### src/rtl/riscv_lsu.sv
// rtl/riscv_lsu.sv - RV32I load/store unit: one request at a time, single-cycle RAM access, extended load response.
// Optional RISCV_LSU_MISALIGN_TRAP_EN rejects misaligned halfword/word accesses.
module riscv_lsu #(
  parameter int WORD_LENGTH = 32,
  parameter int NUM_MEM     = 4096
) (
  input  logic                   clk,
  input  logic                   rst_n,
  input  logic                   req_valid,
  output logic                   req_ready,
  input  logic                   req_we,
  input  logic [2:0]             req_funct3,
  input  logic [WORD_LENGTH-1:0] req_addr,
  input  logic [WORD_LENGTH-1:0] req_wdata,
  output logic                   rsp_valid,
  input  logic                   rsp_ready,
  output logic [WORD_LENGTH-1:0] rsp_rdata,
  output logic                   rsp_err,
  output logic [WORD_LENGTH-1:0] ram_addr,
  output logic                   ram_write_en,
  output logic [WORD_LENGTH-1:0] ram_wdata,
  output logic [1:0]             ram_mask_sel,
  input  logic [WORD_LENGTH-1:0] ram_dout
);

  localparam logic [1:0] MASK_B = 2'b00;
  localparam logic [1:0] MASK_H = 2'b01;
  localparam logic [1:0] MASK_X = 2'b10;

  localparam logic [WORD_LENGTH:0] MEM_LIMIT = (WORD_LENGTH+1)'(NUM_MEM);

  typedef enum logic [1:0] {
    IDLE   = 2'd0,
    ACCESS = 2'd1,
    RESP   = 2'd2
  } state_t;

  state_t                 state_q, state_d;
  logic                   we_q, we_d;
  logic [2:0]             funct3_q, funct3_d;
  logic [WORD_LENGTH-1:0] addr_q, addr_d;
  logic [WORD_LENGTH-1:0] wdata_q, wdata_d;
  logic [WORD_LENGTH-1:0] rdata_q, rdata_d;
  logic                   err_q, err_d;

  logic [2:0]             req_size;
  logic [WORD_LENGTH:0]   req_end;
  logic                   range_bad;
  logic                   funct_bad;
  logic                   misalign_bad;
  logic                   req_illegal;
  logic [WORD_LENGTH-1:0] load_ext;

  // Access size; funct3[1:0]=11 is rejected by funct_bad so its size is irrelevant.
  always_comb begin
    req_size = 3'd4;
    case (req_funct3[1:0])
      2'b00:   req_size = 3'd1;
      2'b01:   req_size = 3'd2;
      default: req_size = 3'd4;
    endcase
  end

  // One extra bit keeps addresses near the top of the space from wrapping past the limit.
  assign req_end   = {1'b0, req_addr} + {{(WORD_LENGTH-2){1'b0}}, req_size};
  assign range_bad = (req_end > MEM_LIMIT);

  always_comb begin
    funct_bad = 1'b0;
    if (req_we) begin
      funct_bad = (req_funct3 != 3'b000) && (req_funct3 != 3'b001) && (req_funct3 != 3'b010);
    end else begin
      funct_bad = (req_funct3 == 3'b011) || (req_funct3 == 3'b110) || (req_funct3 == 3'b111);
    end
  end

`ifdef RISCV_LSU_MISALIGN_TRAP_EN
  always_comb begin
    misalign_bad = 1'b0;
    case (req_funct3[1:0])
      2'b01:   misalign_bad = req_addr[0];
      2'b10:   misalign_bad = (req_addr[1:0] != 2'b00);
      default: misalign_bad = 1'b0;
    endcase
  end
`else
  assign misalign_bad = 1'b0;
`endif

  assign req_illegal = range_bad || funct_bad || misalign_bad;

  // RAM returns the addressed byte in lane 0, so extraction always starts at bit 0.
  always_comb begin
    load_ext = ram_dout;
    case (funct3_q)
      3'b000:  load_ext = {{(WORD_LENGTH-8){ram_dout[7]}}, ram_dout[7:0]};
      3'b001:  load_ext = {{(WORD_LENGTH-16){ram_dout[15]}}, ram_dout[15:0]};
      3'b100:  load_ext = {{(WORD_LENGTH-8){1'b0}}, ram_dout[7:0]};
      3'b101:  load_ext = {{(WORD_LENGTH-16){1'b0}}, ram_dout[15:0]};
      default: load_ext = ram_dout;
    endcase
  end

  always_comb begin
    state_d  = state_q;
    we_d     = we_q;
    funct3_d = funct3_q;
    addr_d   = addr_q;
    wdata_d  = wdata_q;
    rdata_d  = rdata_q;
    err_d    = err_q;
    case (state_q)
      IDLE: begin
        if (req_valid) begin
          we_d     = req_we;
          funct3_d = req_funct3;
          addr_d   = req_addr;
          wdata_d  = req_wdata;
          rdata_d  = '0;
          err_d    = req_illegal;
          state_d  = req_illegal ? RESP : ACCESS;
        end
      end
      ACCESS: begin
        rdata_d = we_q ? '0 : load_ext;
        err_d   = 1'b0;
        state_d = RESP;
      end
      RESP: begin
        if (rsp_ready) begin
          rdata_d = '0;
          err_d   = 1'b0;
          state_d = IDLE;
        end
      end
      default: begin
        state_d = IDLE;
      end
    endcase
  end

  always_ff @(posedge clk or negedge rst_n) begin
    if (!rst_n) begin
      state_q  <= IDLE;
      we_q     <= 1'b0;
      funct3_q <= 3'b000;
      addr_q   <= '0;
      wdata_q  <= '0;
      rdata_q  <= '0;
      err_q    <= 1'b0;
    end else begin
      state_q  <= state_d;
      we_q     <= we_d;
      funct3_q <= funct3_d;
      addr_q   <= addr_d;
      wdata_q  <= wdata_d;
      rdata_q  <= rdata_d;
      err_q    <= err_d;
    end
  end

  assign req_ready = (state_q == IDLE);
  assign rsp_valid = (state_q == RESP);
  assign rsp_rdata = rdata_q;
  assign rsp_err   = err_q;

  // RAM port depends only on registered state, so req_* never glitches through to the RAM.
  always_comb begin
    ram_addr     = '0;
    ram_write_en = 1'b0;
    ram_wdata    = '0;
    ram_mask_sel = MASK_X;
    if (state_q == ACCESS) begin
      ram_addr     = addr_q;
      ram_write_en = we_q;
      ram_wdata    = we_q ? wdata_q : '0;
      case (funct3_q[1:0])
        2'b00:   ram_mask_sel = MASK_B;
        2'b01:   ram_mask_sel = MASK_H;
        default: ram_mask_sel = MASK_X;
      endcase
    end
  end

endmodule
### config.mk
export PLATFORM = sky130hd
export DESIGN_NAME = riscv_lsu
export DESIGN_NICKNAME = d
export VERILOG_FILES = /design/src/rtl/riscv_lsu.sv
export SDC_FILE = /design/constraint.sdc
export NUM_CORES = 1
export LEC_CHECK = 0
export ABC_AREA = 1
export CAP_MARGIN = 10
export CELL_PAD_IN_SITES_DETAIL_PLACEMENT = 0
export CELL_PAD_IN_SITES_GLOBAL_PLACEMENT = 2
export CORE_MARGIN = 10
export CORE_UTILIZATION = 33
export DETAILED_ROUTE_END_ITERATION = 6
export DONT_BUFFER_PORTS = 1
export HOLD_SLACK_MARGIN = 0.05
export PLACE_DENSITY = 0.76
export SETUP_SLACK_MARGIN = 0.2
export SLEW_MARGIN = 20
export SYNTH_ARGS = -nofsm -noshare
export SYNTH_HDL_FRONTEND = slang
export SYNTH_SLANG_ARGS = --single-unit
### constraint.sdc
create_clock -name clk -period 2.14 [get_ports clk]
set_clock_uncertainty 0.2 [all_clocks]
set_input_delay 0.642 -clock clk [delete_from_list [all_inputs] [get_ports clk]]
set_output_delay 0.642 -clock clk [all_outputs]
set_load 0.01 [all_outputs]
### Word-level counts from Yosys, hierarchy flattened

Index checks and enable logic that the tools add are counted.

| cells by class | value |
|---|---|
| reductions and logical operators | 14 |
| $add $sub $neg | 1 |
| $lt $le $gt $ge | 1 |
| muxes and demuxes | 20 |
| equality and inequality tests | 14 |

Operators by type and width:

| cell | count |
|---|---|
| 32-bit two-way mux | 6 |
| 32-bit case mux with 4 select lines | 1 |
| 32-bit case mux with 3 select lines | 1 |
| 32-bit by 3-bit adder with 33-bit output | 1 |
| 33-bit by 13-bit > comparator with 1-bit output, second input constant | 1 |
| 3-bit equality test, second input constant | 4 |
| 2-bit two-way mux | 4 |
| 2-bit by 1-bit equality test with 1-bit output, second input constant | 3 |
| 2-bit zero test | 3 |
| 2-bit case mux with 3 select lines | 1 |
| 3-bit case mux with 2 select lines | 1 |
| 3-bit nonzero test | 2 |
| 1-bit two-way mux | 4 |
| 2-bit case mux with 2 select lines | 1 |
| 2-bit AND reduction | 2 |
| 3-bit by 1-bit equality test with 1-bit output, second input constant | 1 |
| 3-bit by 2-bit equality test with 1-bit output, second input constant | 1 |
| 3-bit zero test | 1 |
| 1-bit logical OR | 3 |
| 3-bit by 1-bit != test with 1-bit output, second input constant | 1 |
| 3-bit by 2-bit != test with 1-bit output, second input constant | 1 |
| 1-bit case mux with 3 select lines | 1 |
| 3-bit AND reduction | 1 |
| 2-bit equality test, second input constant | 1 |
| 3 further kinds | 4 |

| storage, ports and cells | value |
|---|---|
| flip-flop bits (word level) | 103 |
| bits of input ports | 104 |
| output and inout port bits | 102 |

### Depth between registers and ports, before layout

Gate-level depths: netlist of the first run.

| logic depth | value |
|---|---|
| depth after elaboration | 8 |
| depth in mapped cells | 17 |
| depth with buffers taken out | 17 |

### Worst setup path after synthesis of the first run

Ideal clock, no wire load.

| timing | value |
|---|---|
| path type | input-to-reg |
| start | input req_funct3[0] |
| end | register state_q[1] |
| data arrival time | 2.194 ns |
| stages on the path | 15 |
| library setup time | 0.117 ns |
| slack | -0.371 ns |
| cells stage by stage | nor2_1 > ha_1 > fa_1 > nand3_1 > nand2_2 > nand2_2 > nor2_4 > nand2_1 > nand3_1 > nor2_1 > nand3_1 > nor2_2 > nand3_2 > nand2_1 > nand2_1 |

| between the ends | value |
|---|---|
| word-level cells in the longest chain between the ends | 8 |
| elaborated cells between the ends (all ways) | 20 |
| those cells by class | 1 x add/sub; 1 x order compare; 6 x eq/ne; 5 x mux; 7 x reduce/logical |

Ends and longest elaborated chain:

| element | line | text |
|---|---|---|
| start: declaration | 12 | `input logic [2:0] req_funct3,` |
| 2-bit by 1-bit equality test with 1-bit output, or another cell as far along | 57 | `case (req_funct3[1:0])` |
| 3-bit case mux with 2 select lines, or another cell as far along | 57 |  |
| 32-bit by 3-bit adder with 33-bit output, or another cell as far along | 65 | `assign req_end = {1'b0, req_addr} + {{(WORD_LENGTH-2){1'b0}}, req_size};` |
| 33-bit by 13-bit > comparator with 1-bit output / 1-bit two-way mux (equally long branches) | 66, 70 |  |
| 1-bit logical OR * | 90 | `assign req_illegal = range_bad \|\| funct_bad \|\| misalign_bad;` |
| 2-bit two-way mux * | 121 | `state_d = req_illegal ? RESP : ACCESS;` |
| 2-bit two-way mux * | 114 | `if (req_valid) begin` |
| 2-bit case mux with 3 select lines * | 112 | `case (state_q)` |
| end signal: assignment | 152 | `state_q <= state_d;` |
| end: declaration | 38 | `state_t state_q, state_d;` |

Mark *: on every way between the ends. The rest lies on a longest branch, timed or not. The select of a mux whose other input is x is not followed.
A chain may end at the register's enable or synchronous reset.

### Worst setup path after layout of the first run

| timing | value |
|---|---|
| start | register state_q[1] |
| end | output ram_wdata[27] |

| between the ends | value |
|---|---|
| word-level cells in the longest chain between the ends | 2 |

Ends and longest elaborated chain:

| element | line | text |
|---|---|---|
| 2-bit by 1-bit equality test with 1-bit output | 173 | `if (state_q == ACCESS) begin` |
| 32-bit two-way mux | 173 |  |
| end: declaration | 21 | `output logic [WORD_LENGTH-1:0] ram_wdata,` |

Every way passes these cells.

==> reports/results.txt, run 1 <==
CTS tree: built
CP endpoint kind: output port
Hold Path Class: input pin to asynchronous set/reset pin
fmax: 0.418 GHz
clk_lat worst skew: 0.35 ns
LEAKAGE: 3.98 nW
# fillers: 1654
Place WS: -0.593 ns
Vias: 5215
status: finished, violations left
top post-synthesis cells by area: dfrtp_1 (45%), nand2_1 (14%), nor2_1 (8.9%)
cell area after layout: 0.00789 sq mm
final worst path period need: 2.39 ns
Tcrit/Tclk final: 112%
root buffer cell: clkbuf_16
ant diodes: 0
dominant synthesized flop cell: dfrtp_1
total global routing overflow: 0
failing checks: hold timing, setup timing
normalized max-slew margin: 67.8%
Post-synth EDFFs: 0
clk slew on worst S/H paths: 0.08 ns
Core ar.: 0.0168 sq mm
DRT iter0 DRCs: 222
first-pass GRT wire length: 29.7 mm
area fraction of the dominant cell type after synthesis: 45.4%
non-filler cells, final: 1078
initial antenna violation count: 0
setup repair after global routing missed its margin: true
Nets: 965
drt pass-1 iters: 4
TNS Setup: -12.27 ns
Fin Hold WS: -0.221 ns
Cells after Synth: 789
DIE WIDTH: 151 um
CTS H-tree lvls: 3
count leader, synth: nand2_1
pin count of the biggest net entering global routing: 104
# setup viols final: 70
Worst Slack Setup Final: -0.253 ns
io pins: 206
Final Hold Fails: 103
Crit path required time: 1.30 ns
vias in the first global route: 5236
Least-Margin Pin Slew: 0.483 ns
Site Rows: 47
top post-synthesis cells by count: nand2_1 (208), nor2_1 (134), inv_1 (115), dfrtp_1 (103), o21ai_0 (50)
YS warnings: 0
placed cell area: 0.00659 sq mm
Total GRT Usage: 16.8%
clk sink count: 103
CTS Buf Count: 9
initial core utilization: 33.9%
routed wire length: 19.6 mm
Netlist Area Pre-Place: 0.00568 sq mm
Unique masters post-synth: 32
Remaining DRCs: 0
die area: 0.0229 sq mm
Syn Nets: 901
GPL Wtd Cong: 0.952
Longest Clk Path Bufs: 2
mean post-synth cell area: 7.20 sq um
crit path DAT: 1.55 ns
antenna-violating nets left: 0
Die Height: 151 um
IO Port Bufs: 0
layout cells sized above 1: 31.9%
CP Launch Type: flop
CP max FO: 6
Crit Path Class: flop to output port
peak supply drop: 391 uV
Pins Over Slew Limit: 0
Power Dens Cells: 849 mW/mm^2
total of max-cap violations: 0
Syn-to-layout area delta: 38.7%
drt wl/cell: 18.2 um
dpl cells: 1031
post-DP HPWL: 15.0 mm
vias per cell: 4.84
Synth Register Bits: 103
Async S/R FF share, synth: 100%
Seq/Total Area, Yosys: 45.4%
area leader, netlist: dfrtp_1
## cells by family after synthesis
kind of cell,share of synthesized area [%]
and+or+nand+nor,30.1
muxes,1.78
xor gates and xnor gates,0.617
AOI/OAI and AO/OA,10.7
DFF,45.4
buffers and inverters,9.56
adders and majority gates,1.89
## layout make-up
type | count | area [sq um] | area share (%)
clock buffer | 9 | 225 | 2.86
clock inverter | 7 | 80.1 | 1.02
inverter | 118 | 548 | 6.95
multi-input combinational | 546 | 3350 | 42.4
sequential | 103 | 2580 | 32.7
tap | 220 | 275 | 3.49
timing repair buffer | 74 | 823 | 10.4
timing repair inverter | 1 | 7.51 | 0.0952
## layout by cell type, fill, tap and decap left out, drive strengths merged, types with 2 or more instances in the layout
| master | n |
|---|---|
| buf | 74 |
| nor3 | 3 |
| a22o | 7 |
| nand4 | 6 |
| ha | 7 |
| xor2 | 3 |
| clkinvlp | 4 |
| nand3 | 28 |
| nand2 | 221 |
| o21ai | 61 |
| a21oi | 44 |
| nor2 | 147 |
| dfrtp | 103 |
| and2 | 2 |
| clkinv | 4 |
| inv | 117 |
| mux2 | 9 |
| clkbuf | 9 |
| o31ai | 2 |
## state kept, by name, summed over array words and instances, names as in the netlist
| signal | cells |
|---|---|
| rsp_rdata | 32 |
| funct3_q | 3 |
| state_q | 2 |
| rsp_err | 1 |
| wdata_q | 32 |
| addr_q | 32 |
| we_q | 1 |
## critical path: stages, from the launching register on
cell and delay, ns:
dfrtp_1 0.40, inv_2 0.09, ha_4 0.18, buf_12 0.14, nand2_8 0.09, buf_12 0.19
nor2_4 0.11
## path summary, 6_finish.rpt
kind,startpoint,to,slack [ns],cells past startpoint
max reg2reg,state_q[1],rsp_rdata[21],0.07,10
min,rst_n,rsp_rdata[23],-0.22,0
min in group clk,req_addr[5],addr_q[5],0.22,2
min reg2reg,funct3_q[0],funct3_q[0],0.30,2
max in group asynchronous,rst_n,addr_q[17],1.81,0
max,state_q[1],ram_wdata[27],-0.25,6
## power breakdown
part | switching, mW | leakage [nW] | internal [mW]
clock | 0.756 | 0.148 | 0.922
sequential | 0.514 | 1.27 | 2.56
combinational | 1.21 | 2.56 | 0.732
## routing by layer
metal  GRT usage, %  wire length (um)
met5              0                 0
met4           7.22               525
met3           4.89              1830
met2           27.9              9550
met1           19.7              7750
## stage by stage
stage | power, mW | util (%)
after floorplan | 4.18 | -
after global placement | 4.60 | 39.3
after detailed placement | 4.67 | 39.3
after CTS | 6.63 | 45.3
after global routing | 7.18 | 47.0
final | 6.70 | 47.0
## repair_timing
item,4_1_cts,5_1_grt
cloned,7,1
pin swaps,28,21
setup buffers,18,5
hold endpoints to repair,103,103
setup endpoints to repair,104,145
resized for setup,157,60
No activity file was read; power rests on OpenSTA's default activity.
==> inputs of run 2 (changes only) <==
--- a/config.mk
+++ b/config.mk
@@ -9,7 +9,6 @@
 export CAP_MARGIN = 10
 export CELL_PAD_IN_SITES_DETAIL_PLACEMENT = 0
 export CELL_PAD_IN_SITES_GLOBAL_PLACEMENT = 2
-export CORE_MARGIN = 10
 export CORE_UTILIZATION = 33
 export DETAILED_ROUTE_END_ITERATION = 6
 export DONT_BUFFER_PORTS = 1
==> reports/results.txt, run 2 (synthesis gave the netlist of run 1 again) <==
drt wl/cell: 16.3 um (was 18.2 um)
total of max-cap violations: 0 (unchanged)
Site Rows: 47 (unchanged)
total power: 6.57 mW (was 6.70 mW)
CTS Buf Count: 9 (unchanged)
Worst Slack Setup Final: -0.206 ns (was -0.253 ns)
CP max FO: 8 (was 6)
failing checks: hold timing, setup timing (unchanged)
Die Height: 133 um (was 151 um)
DRT iter0 DRCs: 181 (was 222)
root buffer cell: clkbuf_16 (unchanged)
Tcrit/Tclk final: 110% (was 112%)
Final Hold Fails: 103 (unchanged)
die area: 0.0178 sq mm (was 0.0229 sq mm)
dpl cells: 1020 (was 1031)
Hold Path Class: input pin to asynchronous set/reset pin (unchanged)
post-DP HPWL: 12.9 mm (was 15.0 mm)
vias per cell: 4.84 (about the same)
Core ar.: 0.0167 sq mm (was 0.0168 sq mm)
Remaining DRCs: 0 (unchanged)
placed cell area: 0.00652 sq mm (was 0.00659 sq mm)
Power Dens Cells: 845 mW/mm^2 (was 849 mW/mm^2)
clk slew on worst S/H paths: 0.08 ns (about the same)
CP max stage cell: dfrtp_1 (unchanged)
crit path DAT: 1.50 ns (was 1.55 ns)
IO Port Bufs: 0 (unchanged)
commonest non-fill, non-tap cell in the layout: nand2_1 (unchanged)
vias in the first global route: 5055 (was 5236)
initial antenna violation count: 0 (unchanged)
# setup viols final: 77 (was 70)
Total GRT Usage: 19.1% (was 16.8%)
Place WS: -0.535 ns (was -0.593 ns)
initial core utilization: 34.0% (was 33.9%)
cell area after layout: 0.00777 sq mm (was 0.00789 sq mm)
clk sink count: 103 (unchanged)
final worst path period need: 2.35 ns (was 2.39 ns)
CP Launch Type: flop (unchanged)
CTS H-tree lvls: 3 (unchanged)
drt pass-1 iters: 4 (unchanged)
Crit Path Class: flop to output port (unchanged)
crit path cell chain: inv_2 -> ha_4 -> nand2_8 -> buf_16 -> nor2_4 (was inv_2 -> ha_4 -> buf_12 -> nand2_8 -> buf_12 -> nor2_4)
total global routing overflow: 0 (unchanged)
Pins Over Slew Limit: 0 (unchanged)
Nets: 946 (was 965)
Syn-to-layout area delta: 36.8% (was 38.7%)
routed wire length: 17.2 mm (was 19.6 mm)
peak supply drop: 380 uV (was 391 uV)
non-filler cells, final: 1059 (was 1078)
GPL Wtd Cong: 0.866 (was 0.952)
pin count of the biggest net entering global routing: 104 (unchanged)
fmax: 0.426 GHz (was 0.418 GHz)
CP endpoint kind: output port (unchanged)
DIE WIDTH: 133 um (was 151 um)
Crit path required time: 1.30 ns (about the same)
layout cells sized above 1: 30.3% (was 31.9%)
CP peak stage delay: 0.40 ns (about the same)
antenna-violating nets left: 0 (unchanged)
LEAKAGE: 3.92 nW (was 3.98 nW)
io pins: 206 (unchanged)
CTS tree: built (unchanged)
Longest Clk Path Bufs: 2 (unchanged)
Fin Hold WS: -0.227 ns (was -0.221 ns)
commonest non-fill, non-tap cells in the layout: nand2_1 (165), dfrtp_1 (103), nor2_1 (92), inv_1 (74), nor2_4 (45) (was nand2_1 (167), dfrtp_1 (102), nor2_1 (96), inv_1 (76), a21oi_1 (44))
ant diodes: 0 (unchanged)
Vias: 5121 (was 5215)
normalized max-slew margin: 48.6% (was 67.8%)
clk_lat worst skew: 0.36 ns (was 0.35 ns)
status: finished, violations left (unchanged)
setup repair after global routing missed its margin: true (unchanged)
Least-Margin Pin Slew: 0.769 ns (was 0.483 ns)
first-pass GRT wire length: 26.4 mm (was 29.7 mm)
-- run 2: cell types whose count changed in the layout (fill, tap and decap cells not counted), moves of 4 or more --
cell	change
buf_12	-4
nor2_4	+9
o21ai_1	+9
clkbuf_16	+4
buf_4	-8
buf_6	-9
nor2_1	-4
inv_2	+5
nor2_2	-5
o21ai_2	-7
inv_4	-5
-- run 2: power by group --
group / switching (mW) / total [mW] / internal (mW)
logic: 1.24 / 1.95 / 0.715
clock network: 0.780 / 1.60 / 0.815
registers: 0.458 / 3.02 / 2.56
total: 2.48 / 6.57 / 4.09
-- run 2: layout make-up --
| type | count | area (sq um) |
|---|---|---|
| timing repair buffer | 58 | 722 |
| inverter | 118 | 561 |
| clock inverter | 7 | 65.1 |
| tap | 220 | 275 |
| clock buffer | 9 | 225 |
| fill | 1643 | 8930 |
| multi-input combinational | 544 | 3350 |
| sequential | 103 | 2580 |
-- run 2: metal layers --
metal | part of all wire, % | wire length, um | up-vias | GRT usage, %
met2 | 50 | 8650 | 162 | 32.8
met5 | 0 | 0 | - | 0
met3 | 6.8 | 1160 | 22 | 5.06
met4 | 1.7 | 294 | 0 | 6.88
met1 | 41 | 7100 | 2398 | 22.9
li1 | - | - | 2539 | -
-- run 2: per-stage QoR --
step | setup TNS (ns) | utilization, %
2_1_floorplan | -0.644 | -
3_3_place_gp | -1.49 | 39.0
3_5_place_dp | -1.53 | 39.0
4_1_cts | -10.08 | 42.5
5_1_grt | -17.26 | 46.5
6_report | -11.32 | 46.5
-- run 2: critical path, delay by kind of cell (launching register included) --
family	cells	cell delay, ns
flops	1	0.40
fa+ha+maj	1	0.20
buf+inv	2	0.28
simple gates	2	0.25
-- run 2: repair_timing --
| item | 4_1_cts | 5_1_grt |
|---|---|---|
| pin swaps | 16 | 24 |
| endpoints found under the hold margin | 103 | 103 |
| buffers inserted | 11 | 4 |
| gates resized for setup | 67 | 162 |
| cloned | 3 | 5 |
| setup endpoints to repair | 104 | 149 |
-- run 2: path summary, 6_finish.rpt --
kind                                  start            end  slack (ns)  cells past startpoint
min in group clk                req_addr[1]      addr_q[1]        0.23                      1
worst max-delay path             state_q[1]  ram_wdata[17]       -0.21                      5
max in group asynchronous             rst_n     addr_q[10]        1.79                      0
worst max register to register   state_q[0]   rsp_rdata[4]       -0.04                     12
worst min register to register  funct3_q[0]    funct3_q[0]        0.30                      2
worst min-delay path                  rst_n  rsp_rdata[29]       -0.23                      0
